`config.mk`:
```
export PLATFORM = sky130hd
export DESIGN_NAME = object_renderer_flat
export DESIGN_NICKNAME = d
export VERILOG_FILES = /design/src/rtl/render_pkg.sv /design/src/rtl/object_renderer_if.sv /design/src/rtl/object_renderer_box_scanner.sv /design/src/rtl/object_renderer.sv /design/src/flat_wrapper.sv
export SDC_FILE = /design/constraint.sdc
export NUM_CORES = 1
export LEC_CHECK = 0
export ABC_CLOCK_PERIOD_IN_PS = 6200
export BUFFER_PORTS_ARGS = -buffer_cell sky130_fd_sc_hd__clkbuf_2
export CAP_MARGIN = 20
export CORE_MARGIN = 3
export CORE_UTILIZATION = 30
export CTS_CLUSTER_SIZE = 24
export DETAILED_ROUTE_END_ITERATION = 6
export GPL_TIMING_DRIVEN = 0
export MAX_ROUTING_LAYER = met4
export SYNTH_ARGS = -nofsm -noshare
export SYNTH_HDL_FRONTEND = slang
export SYNTH_SLANG_ARGS = --single-unit
```
`constraint.sdc`:
```
create_clock -name clk -period 6.2 [get_ports clk]
set_input_delay 0.62 -clock clk [delete_from_list [all_inputs] [get_ports clk]]
set_output_delay 0.62 -clock clk [all_outputs]
set_load 0.005 [all_outputs]
```
`src/rtl/render_pkg.sv`:
```
// render_pkg: shared FSM/object types, box geometry and colours for object_renderer
package render_pkg;
  typedef enum logic [2:0] {IDLE, LATCH, ERASE, DRAW, FINISH} state_e;
  typedef enum logic [1:0] {PLANE, LAVA, MTN1, MTN2} obj_e;
  localparam int PLANE_W = 16;
  localparam int PLANE_H = 8;
  localparam int LAVA_W = 8;
  localparam int LAVA_H = 8;
  localparam int MTN_W = 16;
  localparam int MTN_H = 32;
  localparam logic [2:0] COL_BG = 3'b000;
  localparam logic [2:0] COL_PLANE = 3'b111;
  localparam logic [2:0] COL_LAVA = 3'b100;
  localparam logic [2:0] COL_MOUNTAIN = 3'b010;
  function automatic logic [4:0] obj_wm1(obj_e o);
    return o == PLANE ? 5'(PLANE_W - 1) : o == LAVA ? 5'(LAVA_W - 1) : 5'(MTN_W - 1);
  endfunction
  function automatic logic [4:0] obj_hm1(obj_e o);
    return o == PLANE ? 5'(PLANE_H - 1) : o == LAVA ? 5'(LAVA_H - 1) : 5'(MTN_H - 1);
  endfunction
  function automatic logic [2:0] obj_colour(obj_e o);
    return o == PLANE ? COL_PLANE : o == LAVA ? COL_LAVA : COL_MOUNTAIN;
  endfunction
endpackage

```
`src/rtl/object_renderer_if.sv`:
```
// object_renderer_if: pixel write port between the renderer and the VGA adapter
interface object_renderer_if;
  logic [9:0] vga_x;
  logic [8:0] vga_y;
  logic [2:0] colour;
  logic plot;
  logic pix_ready;
  modport master (output vga_x, vga_y, colour, plot, input pix_ready);
  modport slave (input vga_x, vga_y, colour, plot, output pix_ready);
endinterface

```
`src/rtl/object_renderer_box_scanner.sv`:
```
// box_scanner: row-major walk over one box with screen clipping and a registered plot/ready pixel port
module box_scanner #(
  parameter int SCREEN_W = 640,
  parameter int SCREEN_H = 480
) (
  input  logic       clk,
  input  logic       reset,
  input  logic       start,
  input  logic [9:0] org_x,
  input  logic [9:0] org_y,
  input  logic [4:0] wm1,
  input  logic [4:0] hm1,
  input  logic [2:0] col,
  input  logic       pix_ready,
  output logic [9:0] x,
  output logic [8:0] y,
  output logic [2:0] colour,
  output logic       plot,
  output logic       last
);
  logic active, adv, row_end;
  logic [9:0] ox, oy;
  logic [4:0] w, h, dx, dy, ndx, ndy;
  logic [10:0] px, py;
  // clipped pixels have plot=0 and so advance without waiting for ready
  assign adv = active && (!plot || pix_ready);
  assign row_end = dx == w;
  assign last = adv && row_end && dy == h;
  assign ndx = start || row_end ? 5'd0 : dx + 5'd1;
  assign ndy = start ? 5'd0 : row_end ? dy + 5'd1 : dy;
  assign px = {1'b0, start ? org_x : ox} + {6'd0, ndx};
  assign py = {1'b0, start ? org_y : oy} + {6'd0, ndy};
  always_ff @(posedge clk)
    if (reset) begin
      active <= 1'b0;
      ox <= '0;
      oy <= '0;
      w <= '0;
      h <= '0;
      dx <= '0;
      dy <= '0;
      x <= '0;
      y <= '0;
      colour <= '0;
      plot <= 1'b0;
    end else if (start || adv) begin
      if (start) begin
        ox <= org_x;
        oy <= org_y;
        w <= wm1;
        h <= hm1;
        colour <= col;
      end
      active <= start || !last;
      dx <= ndx;
      dy <= ndy;
      x <= px[9:0];
      y <= py[8:0];
      plot <= (start || !last) && px < 11'(SCREEN_W) && py < 11'(SCREEN_H);
    end
endmodule

```
`src/rtl/object_renderer.sv`:
```
// object_renderer: per-frame erase/draw of plane, lava drop and two mountains as a VGA pixel stream
// Build option RENDER_ERASE_EN adds the erase pass and previous-position storage.
module object_renderer
  import render_pkg::*;
#(
  parameter int PLANE_X = 40,
  parameter int SCREEN_W = 640,
  parameter int SCREEN_H = 480
) (
  input  logic       clk,
  input  logic       reset,
  input  logic       frame_start,
  input  logic [9:0] plane_y,
  input  logic [9:0] lava_x,
  input  logic [9:0] lava_y,
  input  logic [9:0] mountain1_x,
  input  logic [9:0] mountain1_y,
  input  logic [9:0] mountain2_x,
  input  logic [9:0] mountain2_y,
  object_renderer_if.master vga,
  output logic       busy,
  output logic       done
);
  state_e state, state_n;
  obj_e obj, obj_n, nxt_obj, erase_obj;
  logic start, last, nxt_erase, erase_go;
  logic [9:0] erase_x, erase_y, draw_x, draw_y;
  logic [9:0] live_x [4], live_y [4], snap_x [4], snap_y [4];
  assign live_x = '{10'(PLANE_X), lava_x, mountain1_x, mountain2_x};
  assign live_y = '{plane_y, lava_y, mountain1_y, mountain2_y};
  // the first box starts while LATCH is still loading, so it reads the live inputs
  assign draw_x = state == LATCH ? live_x[nxt_obj] : snap_x[nxt_obj];
  assign draw_y = state == LATCH ? live_y[nxt_obj] : snap_y[nxt_obj];
  always_ff @(posedge clk)
    if (reset) begin
      state <= IDLE;
      obj <= PLANE;
    end else begin
      state <= state_n;
      obj <= obj_n;
    end
  always_ff @(posedge clk)
    if (state == LATCH) begin
      snap_x <= live_x;
      snap_y <= live_y;
    end
`ifdef RENDER_ERASE_EN
  logic [9:0] prev_x [4], prev_y [4];
  logic [3:0] prev_valid;
  logic [2:0] search_from;
  always_ff @(posedge clk)
    if (reset) prev_valid <= '0;
    else if (state == DRAW && last) begin
      prev_valid[obj] <= 1'b1;
      prev_x[obj] <= snap_x[obj];
      prev_y[obj] <= snap_y[obj];
    end
  // next object with a stored box, searching from the one after the current erase
  always_comb begin
    search_from = state == ERASE ? {1'b0, obj} + 3'd1 : 3'd0;
    erase_go = 1'b0;
    erase_obj = PLANE;
    for (int i = 3; i >= 0; i--)
      if (prev_valid[2'(i)] && i >= int'(search_from)) begin
        erase_go = 1'b1;
        erase_obj = obj_e'(2'(i));
      end
  end
  assign erase_x = prev_x[erase_obj];
  assign erase_y = prev_y[erase_obj];
`else
  assign erase_go = 1'b0;
  assign erase_obj = PLANE;
  assign erase_x = '0;
  assign erase_y = '0;
`endif
  always_comb begin
    state_n = state;
    obj_n = obj;
    start = 1'b0;
    nxt_erase = 1'b0;
    nxt_obj = PLANE;
    case (state)
      IDLE: state_n = frame_start ? LATCH : IDLE;
      LATCH, ERASE:
        if (state == LATCH || last) begin
          start = 1'b1;
          nxt_erase = erase_go;
          nxt_obj = erase_go ? erase_obj : PLANE;
          state_n = erase_go ? ERASE : DRAW;
          obj_n = nxt_obj;
        end
      DRAW:
        if (last) begin
          start = obj != MTN2;
          nxt_obj = obj_e'(obj + 2'd1);
          state_n = obj == MTN2 ? FINISH : DRAW;
          obj_n = nxt_obj;
        end
      default: state_n = IDLE;
    endcase
  end
  box_scanner #(.SCREEN_W(SCREEN_W), .SCREEN_H(SCREEN_H)) scan (
    .clk,
    .reset,
    .start,
    .org_x(nxt_erase ? erase_x : draw_x),
    .org_y(nxt_erase ? erase_y : draw_y),
    .wm1(obj_wm1(nxt_obj)),
    .hm1(obj_hm1(nxt_obj)),
    .col(nxt_erase ? COL_BG : obj_colour(nxt_obj)),
    .pix_ready(vga.pix_ready),
    .x(vga.vga_x),
    .y(vga.vga_y),
    .colour(vga.colour),
    .plot(vga.plot),
    .last
  );
  assign busy = state != IDLE;
  assign done = state == FINISH;
endmodule

```
`src/flat_wrapper.sv`:
```
// flat-port wrapper written by rule: the top's interface ports become plain ports
module object_renderer_flat import render_pkg::*;
#(
  parameter int PLANE_X = 40,
  parameter int SCREEN_W = 640,
  parameter int SCREEN_H = 480
)
  (clk, reset, frame_start, plane_y, lava_x, lava_y, mountain1_x, mountain1_y, mountain2_x, mountain2_y, busy, done, vga_vga_x, vga_vga_y, vga_colour, vga_plot, vga_pix_ready);
  object_renderer_if vga_i ();
  input  logic clk;
  input  logic reset;
  input  logic frame_start;
  input  logic [9:0] plane_y;
  input  logic [9:0] lava_x;
  input  logic [9:0] lava_y;
  input  logic [9:0] mountain1_x;
  input  logic [9:0] mountain1_y;
  input  logic [9:0] mountain2_x;
  input  logic [9:0] mountain2_y;
  output logic busy;
  output logic done;
  output wire logic [$bits(vga_i.vga_x)-1:0] vga_vga_x;
  output wire logic [$bits(vga_i.vga_y)-1:0] vga_vga_y;
  output wire logic [$bits(vga_i.colour)-1:0] vga_colour;
  output wire logic [$bits(vga_i.plot)-1:0] vga_plot;
  input wire logic [$bits(vga_i.pix_ready)-1:0] vga_pix_ready;
  assign vga_vga_x = vga_i.vga_x;
  assign vga_vga_y = vga_i.vga_y;
  assign vga_colour = vga_i.colour;
  assign vga_plot = vga_i.plot;
  assign vga_i.pix_ready = vga_pix_ready;
  object_renderer #(.PLANE_X(PLANE_X), .SCREEN_W(SCREEN_W), .SCREEN_H(SCREEN_H)) u_core (.clk(clk), .reset(reset), .frame_start(frame_start), .plane_y(plane_y), .lava_x(lava_x), .lava_y(lava_y), .mountain1_x(mountain1_x), .mountain1_y(mountain1_y), .mountain2_x(mountain2_x), .mountain2_y(mountain2_y), .vga(vga_i), .busy(busy), .done(done));
endmodule
```
# Word-level counts from Yosys, hierarchy flattened
# Cells that the tools add are included.
[op_classes] n_lt_le_gt_ge=3 eq_ne=11 n_reduce_logical=20 n_addsub=5 muxes=38 bitwise_logic=1
[ops] cell="10-bit two-way mux" count=12
[ops] cell="10-bit binary-select mux with 2-bit select" count=4
[ops] cell="5-bit two-way mux" count=6
[ops] cell="10-bit by 5-bit adder with 11-bit output" count=2
[ops] cell="3-bit two-way mux" count=5
[ops] cell="11-bit by 10-bit less-than comparator with 1-bit output, second input constant" count=1
[ops] cell="11-bit by 9-bit less-than comparator with 1-bit output, second input constant" count=1
[ops] cell="5-bit by 1-bit adder with 5-bit output, second input constant" count=2
[ops] cell="5-bit == test" count=2
[ops] cell="3-bit one-hot mux with 3 select lines" count=1
[ops] cell="2-bit two-way mux" count=4
[ops] cell="3-bit by 2-bit == test with 1-bit output, second input constant" count=2
[ops] cell="1-bit logical AND" count=5
[ops] cell="1-bit logical OR" count=5
[ops] cell="4-bit two-way mux" count=1
[ops] cell="2-bit by 1-bit inequality test with 1-bit output, second input constant" count=2
[ops] cell="2-bit one-hot mux with 2 select lines" count=1
[ops] cell="2-bit AND reduction" count=2
[ops] cell="3-bit by 1-bit == test with 1-bit output, second input constant" count=1
[ops] cell="3-bit == test, second input constant" count=1
[ops] cell="3-bit greater-or-equal comparator, second input constant" count=1
[ops] cell="3-bit logical NOT" count=1
[ops] cell="1-bit two-way mux" count=3
[ops] cell="2-bit NOT with 3-bit output" count=1
[ops] cell="11 further kinds" count=12
[word_totals] regBits=139 inputBits=74 output_inout_bits=25 wordCells=98

# Logic depth before layout (Yosys ltp)
[logic_depth] word_depth=17 ltp_mapped=21 depth_no_buf=19

# Hierarchy
# From an unflattened synthesis, not the netlist that was laid out.
[hier_totals] hier_cells=615 area_unflattened_um2=6716.4
[modules_own_cells] module="box_scanner" cells_per_inst=387 area_per_inst_um2=3394.5 instances=1 seq_area_each_um2=1281.2
[modules_own_cells] module="object_renderer" cells_per_inst=228 area_per_inst_um2=3321.9 instances=1 seq_area_each_um2=2202.1

# Worst setup path after synthesis
# Ideal clock, no wire load.
[synth_path] path_kind="register to register" startpoint="register u_core.state[0]" endpoint="register u_core.scan.plot" t_required_ns=6.112 stages_incl_launch_ff=18 setup_ns=0.088 synth_period_minus_slack_ns=5.612 slack_ns=0.588 n_path_buf=2 t_arrival_ns=5.524 path_cell_list="dfxtp_1 -> nor2b_1 -> nand2b_1 -> inv_2 -> buf_2 -> buf_1 -> a211oi_1 -> a21oi_1 -> inv_1 -> ha_1 -> a21o_1 -> a21oi_1 -> o21bai_1 -> a21oi_1 -> nor3_1 -> a221oi_1 -> o21ai_1 -> o32ai_2"
[synth_between] elab_chain_len=12 elab_cells_between_ends=36 cone_classes="2 x add/sub; 2 x order compare; 3 x eq/ne; 21 x mux; 1 x bitwise; 7 x reduce/logical"
[synth_rtl] element="from (decl)" line_no="object_renderer.sv:24" source="state_e state, state_n;"
[synth_rtl] element="from (signal assigned)" line_no="object_renderer.sv:39" source="state <= state_n;"
[synth_rtl] element="3-bit by 2-bit == test with 1-bit output" line_no="object_renderer.sv:83" source="case (state)"
[synth_rtl] element="2-bit two-way mux"
[synth_rtl] element="2-bit NOT with 3-bit output (not written as such)" line_no="object_renderer.sv:32, object_renderer.sv:33"
[synth_rtl] element="10-bit binary-select mux with 2-bit select" line_no="object_renderer.sv:32" source="assign draw_x = state == LATCH ? live_x[nxt_obj] : snap_x[nxt_obj];"
[synth_rtl] element="10-bit two-way mux (not written as such) (2 in series)" line_no="object_renderer.sv:32"
[synth_rtl] element="10-bit two-way mux" line_no="object_renderer.sv:32"
[synth_rtl] element="10-bit two-way mux"
[synth_rtl] element="10-bit by 5-bit adder with 11-bit output" line_no="object_renderer_box_scanner.sv:31" source="assign px = {1'b0, start ? org_x : ox} + {6'd0, ndx};"
[synth_rtl] element="11-bit by 10-bit less-than comparator with 1-bit output" line_no="object_renderer_box_scanner.sv:59" source="plot <= (start || !last) && px < 11'(SCREEN_W) && py < 11'(SCREEN_H);"
[synth_rtl] element="1-bit logical AND (2 in series)" line_no="object_renderer_box_scanner.sv:59"
[synth_rtl] element="to (signal assigned)" line_no="object_renderer_box_scanner.sv:59"
[synth_rtl] element="to (decl)" line_no="object_renderer_box_scanner.sv:18" source="output logic plot,"
# Parallel ways exist; a longest one is shown, timed or not. The select of a mux whose other input is x is not followed.
# A chain may end at the register's enable or synchronous reset.

# Final worst setup path
[layout_path] startpoint="register u_core.obj[0]" endpoint="register u_core.scan.x[8]"
[layout_between] elab_chain_len=10 elab_cells_between_ends=19 cone_classes="2 x add/sub; 1 x eq/ne; 13 x mux; 1 x bitwise; 2 x reduce/logical"
[layout_rtl] element="from (decl)" line_no="object_renderer.sv:25" source="obj_e obj, obj_n, nxt_obj, erase_obj;"
[layout_rtl] element="from (signal assigned)" line_no="object_renderer.sv:40" source="obj <= obj_n;"
[layout_rtl] element="2-bit by 1-bit adder with 2-bit output" line_no="object_renderer.sv:96" source="nxt_obj = obj_e'(obj + 2'd1);"
[layout_rtl] element="2-bit two-way mux" line_no="object_renderer.sv:94" source="if (last) begin"
[layout_rtl] element="2-bit two-way mux"
[layout_rtl] element="2-bit NOT with 3-bit output (not written as such)" line_no="object_renderer.sv:32"
[layout_rtl] element="10-bit binary-select mux with 2-bit select" line_no="object_renderer.sv:32"
[layout_rtl] element="10-bit two-way mux (not written as such) (2 in series)" line_no="object_renderer.sv:32"
[layout_rtl] element="10-bit two-way mux" line_no="object_renderer.sv:32"
[layout_rtl] element="10-bit two-way mux"
[layout_rtl] element="10-bit by 5-bit adder with 11-bit output" line_no="object_renderer_box_scanner.sv:31"
[layout_rtl] element="to (signal assigned)" line_no="object_renderer_box_scanner.sv:57" source="x <= px[9:0];"
[layout_rtl] element="to (decl)" line_no="object_renderer_box_scanner.sv:15" source="output logic [9:0] x,"
# Parallel ways exist; a longest one is shown, timed or not. The select of a mux whose other input is x is not followed.

==> impl_table.tex <==
\begin{tabular}{lr}
\hline
Metric & Value \\
\hline
\multicolumn{2}{l}{\textbf{Timing}} \\
\quad Setup TNS & 0 ns \\
\quad Unrepaired setup endpoints after global routing & no \\
\quad Worst clock skew & 0.0146 ns \\
\quad Final hold viol count & 0 \\
\quad Peak Freq & 189 MHz \\
\quad Count of endpoints failing setup in the final report & 0 \\
\quad Tcrit/Tclk final & 0.855 \\
\quad Transition time of the tightest slew-check pin & 0.777 ns \\
\quad Total count of max-transition violations in the final report & 0 \\
\quad Final worst path period need & 5.30 ns \\
\quad Worst hold slack & 0.362 ns \\
\quad Max\_slew headroom & 0.478 \\
\multicolumn{2}{l}{\textbf{Clock tree}} \\
\quad Number of buffers inserted by post-CTS setup repair & 0 \\
\quad Total number of clock tree sinks & 131 \\
\quad Hold-fix buffer count after cts & 0 \\
\quad Reg clk slew, reported paths & 0.06 ns \\
\quad Clock tree root buffer cell & clkbuf\_16 \\
\quad CTS-repair resized insts & 0 \\
\quad CTS H-Tree Depth & 4 \\
\quad Total CTS buffers & 17 \\
\quad Clk Latency, worst-skew pair & 0.43 ns \\
\quad Clock tree from TritonCTS & yes \\
\quad Max Buffers Root-to-Sink & 2 \\
\multicolumn{2}{l}{\textbf{Hold path}} \\
\quad Class of the most critical hold timing path & input port to register \\
\multicolumn{2}{l}{\textbf{Pwr}} \\
\quad P\_sw & 0.763 mW \\
\quad Cell internal power dissipation & 1.86 mW \\
\quad Power per cell area & 335 nW/um\^{}2 \\
\quad Peak supply drop & 0.000170 V \\
\quad Sequential fraction of design power & 0.395 \\
\quad Proportion of power drawn by the clock network & 0.412 \\
\quad Leakage power figure & 2.97 nW \\
\quad Switching part of the total power & 0.291 \\
\quad Share of power burned in combinational logic & 0.193 \\
\multicolumn{2}{l}{\textbf{Setup path}} \\
\quad Cell-by-cell trace of the critical path & ha\_1, clkbuf\_1, nand4b\_1, clkbuf\_1, nor4\_2, o21ai\_0, a21oi\_1, a21oi\_1, o21ai\_0, ha\_1, inv\_1, fa\_1, nor2b\_1, o21ai\_0, inv\_1, o21ai\_0, a21oi\_1, nand4\_1, xnor2\_1, nand2\_1, a21oi\_1 \\
\quad Crit path launch type & register \\
\quad Critical Path Slowest Stage Cell & nor4\_2 \\
\quad Kind of end point of the critical path & register \\
\quad Kind of cell adding the most delay to the critical path & compound AO/OA/AOI/OAI gates \\
\quad Data required time at the worst endpoint & 6.55 ns \\
\quad Arrival time at the worst endpoint & 5.66 ns \\
\quad Maximum single-stage delay on the critical path & 0.67 ns \\
\quad Flop2flop setup slack & 0.90 ns \\
\quad Number of buffer and inverter instances along the worst setup path & 4 \\
\quad Kind of critical path & register to register \\
\quad Worst-path maximum fanout & 10 \\
\multicolumn{2}{l}{\textbf{Layout}} \\
\quad Final core occ & 0.383 \\
\quad Synthesis-to-finish area growth & 23.5\% \\
\quad Final nets & 812 \\
\quad Antenna diodes & 0 \\
\quad Fraction of layout instances using a drive strength above 1 & 0.235 \\
\multicolumn{2}{l}{\textbf{Synth}} \\
\quad Cell type with the highest aggregate area in the netlist & edfxtp\_1 \\
\quad Synthesized area & 6350 sq um \\
\quad Synth area leaders & edfxtp\_1 (33\%), dfxtp\_1 (19\%), nand2\_1 (3.7\%) \\
\quad Number of library cell types mapped by synthesis & 84 \\
\quad Syn. warnings & 0 \\
\quad Number of flops mapped to enable cells by yosys & 70 \\
\quad Synth top area share & 0.331 \\
\quad Register area share after synthesis & 0.523 \\
\quad Ys flop type & edfxtp\_1 \\
\quad Instance count of the mapped netlist & 606 \\
\quad Share of flip-flops with an asynchronous set or reset after synthesis & 0 \\
\quad Net count after synthesis & 694 \\
\quad Average cell area after synthesis & 10.5 sq um \\
\quad Flops \& latches, synth & 131 \\
\multicolumn{2}{l}{\textbf{Status}} \\
\quad Status & completed \\
\multicolumn{2}{l}{\textbf{Global routing}} \\
\quad Vias in the first global route & 5039 \\
\quad Number of antenna violations at the first check in global routing & 0 \\
\quad Global route total overflow & 0 \\
\quad Pin count of the biggest net entering global routing & 36 \\
\quad Global-route wire length before repair & 27.6 mm \\
\quad GR Util All Layers & 0.165 \\
\multicolumn{2}{l}{\textbf{Floorplanning}} \\
\quad Total die area & 22900 sq um \\
\quad Die height & 151 um \\
\quad Horizontal extent of the die & 151 um \\
\quad Std-Cell Rows & 52 \\
\quad Std-Cell Core Area & 20500 sq um \\
\quad Initial standard-cell utilization of the core & 0.310 \\
\quad Number of top-level design ports & 99 \\
\multicolumn{2}{l}{\textbf{Place}} \\
\quad Hpwl dp & 13.3 mm \\
\quad Number of port buffers & 97 \\
\quad Weighted congestion at the end of routability-driven global placement & 0.830 \\
\multicolumn{2}{l}{\textbf{Route}} \\
\quad Drt wl/cell & 17.9 um \\
\quad Vias per cell & 5.11 \\
\quad Number of iterations in the first detailed-routing pass & 5 \\
\quad Total Routed Length & 18.1 mm \\
\quad DRT antenna net count & 0 \\
\quad Via Count & 5145 \\
\quad Initial DRC count & 280 \\
\quad Residual DRC count & 0 \\
\multicolumn{2}{l}{\textbf{Flow run}} \\
\quad Max-Cap Viols & 0 \\
\hline
\end{tabular}
[power groups by stage]
stage                     sequential (mW)  clock (mW)  combinational, mW
final                                1.04        1.08              0.506
after detailed placement             1.06           0              0.507
after global placement               1.06           0              0.494
after floorplan                      1.05           0              0.329
after CTS                            1.04        1.09              0.508
after global routing                 1.05        1.13              0.557
[logic make-up after synthesis]
logic type      Yosys count  synth area share
compound gates          152             0.172
xor+xnor                 23            0.0317
fa+ha+maj                14            0.0300
buf+inv                  48            0.0345
flops                   131             0.523
mux                      12            0.0197
simple gates            226             0.188
[sequential cells by signal (all words and copies together), names as in the netlist, 5 cells and up]
name	count
u_core.scan.y	9
u_core.scan.x	10
u_core.scan.oy	10
u_core.scan.dx	5
u_core.snap_x	30
u_core.snap_y	40
u_core.scan.ox	10
u_core.scan.dy	5
[final timing paths]
| kind | startpoint | cells after the start | end |
|---|---|---|---|
| min reg2reg | u_core.scan.x[4] | 2 | u_core.scan.x[4] |
| max reg2reg | u_core.obj[0] | 21 | u_core.scan.x[8] |
| max | u_core.obj[0] | 21 | u_core.scan.x[8] |
| min | mountain1_x[0] | 1 | u_core.snap_x[10] |
[per-stage QoR]
stage	power, mW	instance area, sq um	setup WS (ns)	instances
floorplan	1.38	6350	0.588	606
global placement	1.56	7170	-1.28	973
detailed placement	1.56	7210	1.01	975
CTS	2.64	7840	0.973	1007
global route	2.73	7840	0.479	1007
finish	2.62	7840	0.899	1007
[cell usage in the layout, fill, tap and decap left out, types with 7 or more instances in the layout]
| master | n |
|---|---|
| ha_1 | 12 |
| edfxtp_1 | 70 |
| nor2b_1 | 18 |
| a211oi_1 | 17 |
| clkbuf_2 | 97 |
| nor3_1 | 26 |
| mux2i_1 | 11 |
| nand3_1 | 9 |
| xor2_1 | 9 |
| clkbuf_1 | 20 |
| nand2_1 | 63 |
| clkbuf_16 | 17 |
| o22ai_1 | 9 |
| dfxtp_1 | 61 |
| nor2_1 | 57 |
| a21oi_1 | 40 |
| o21ai_0 | 24 |
| xnor2_1 | 14 |
| buf_2 | 7 |
| inv_1 | 13 |
[synthesized netlist by cell type, types with 3 or more instances]
cell type,number
nand2b_1,5
and3_1,6
o211ai_1,5
nand3_1,9
ha_1,12
nand3_2,3
xor2_1,9
a221oi_1,4
edfxtp_1,70
and4_1,3
nand4_1,3
nand2_1,63
o221ai_1,3
inv_1,13
a21o_1,5
nor2b_1,18
or3_1,3
nor2_1,57
a21oi_1,40
buf_1,4
nor3_1,26
o22ai_1,9
nor3b_1,4
and2_1,3
dfxtp_1,61
buf_2,6
a211oi_1,17
a22oi_1,3
o2111ai_1,4
o21ai_1,3
o21a_1,4
mux2i_1,11
o21ai_0,24
buf_4,4
clkbuf_1,19
xnor2_1,14
[cell type report]
type                       instances  area, sq um
clock inverter                    14          200
multi-input combinational        427         2810
clock buffer                      18          429
tap                              270          338
inverter                          14         52.6
buffer                            34          168
sequential                       131         3320
fill                            2024        12700
timing repair buffer              99          526
[routing by layer]
metal / up-vias / global-route usage / part of all wire / wire [um]
li1: 2490 / - / - / -
met1: 2458 / 0.201 / 0.44 / 7880
met2: 171 / 0.274 / 0.49 / 8920
met3: 26 / 0.0399 / 0.054 / 979
met4: 0 / 0.0476 / 0.015 / 278
met5: - / - / 0 / 0
[worst reg2reg max path, cell delays in order (launching register included)]
cell and delay (ns):
dfxtp_1 0.35, ha_1 0.28, clkbuf_1 0.36, nand4b_1 0.18, clkbuf_1 0.33, nor4_2 0.67
o21ai_0 0.20, a21oi_1 0.19, a21oi_1 0.09, o21ai_0 0.43, ha_1 0.26, inv_1 0.05
fa_1 0.38, nor2b_1 0.17, o21ai_0 0.09, inv_1 0.09, o21ai_0 0.08, a21oi_1 0.34
nand4_1 0.16, xnor2_1 0.27, nand2_1 0.09, a21oi_1 0.15
Power figures use the tool's default switching activity.
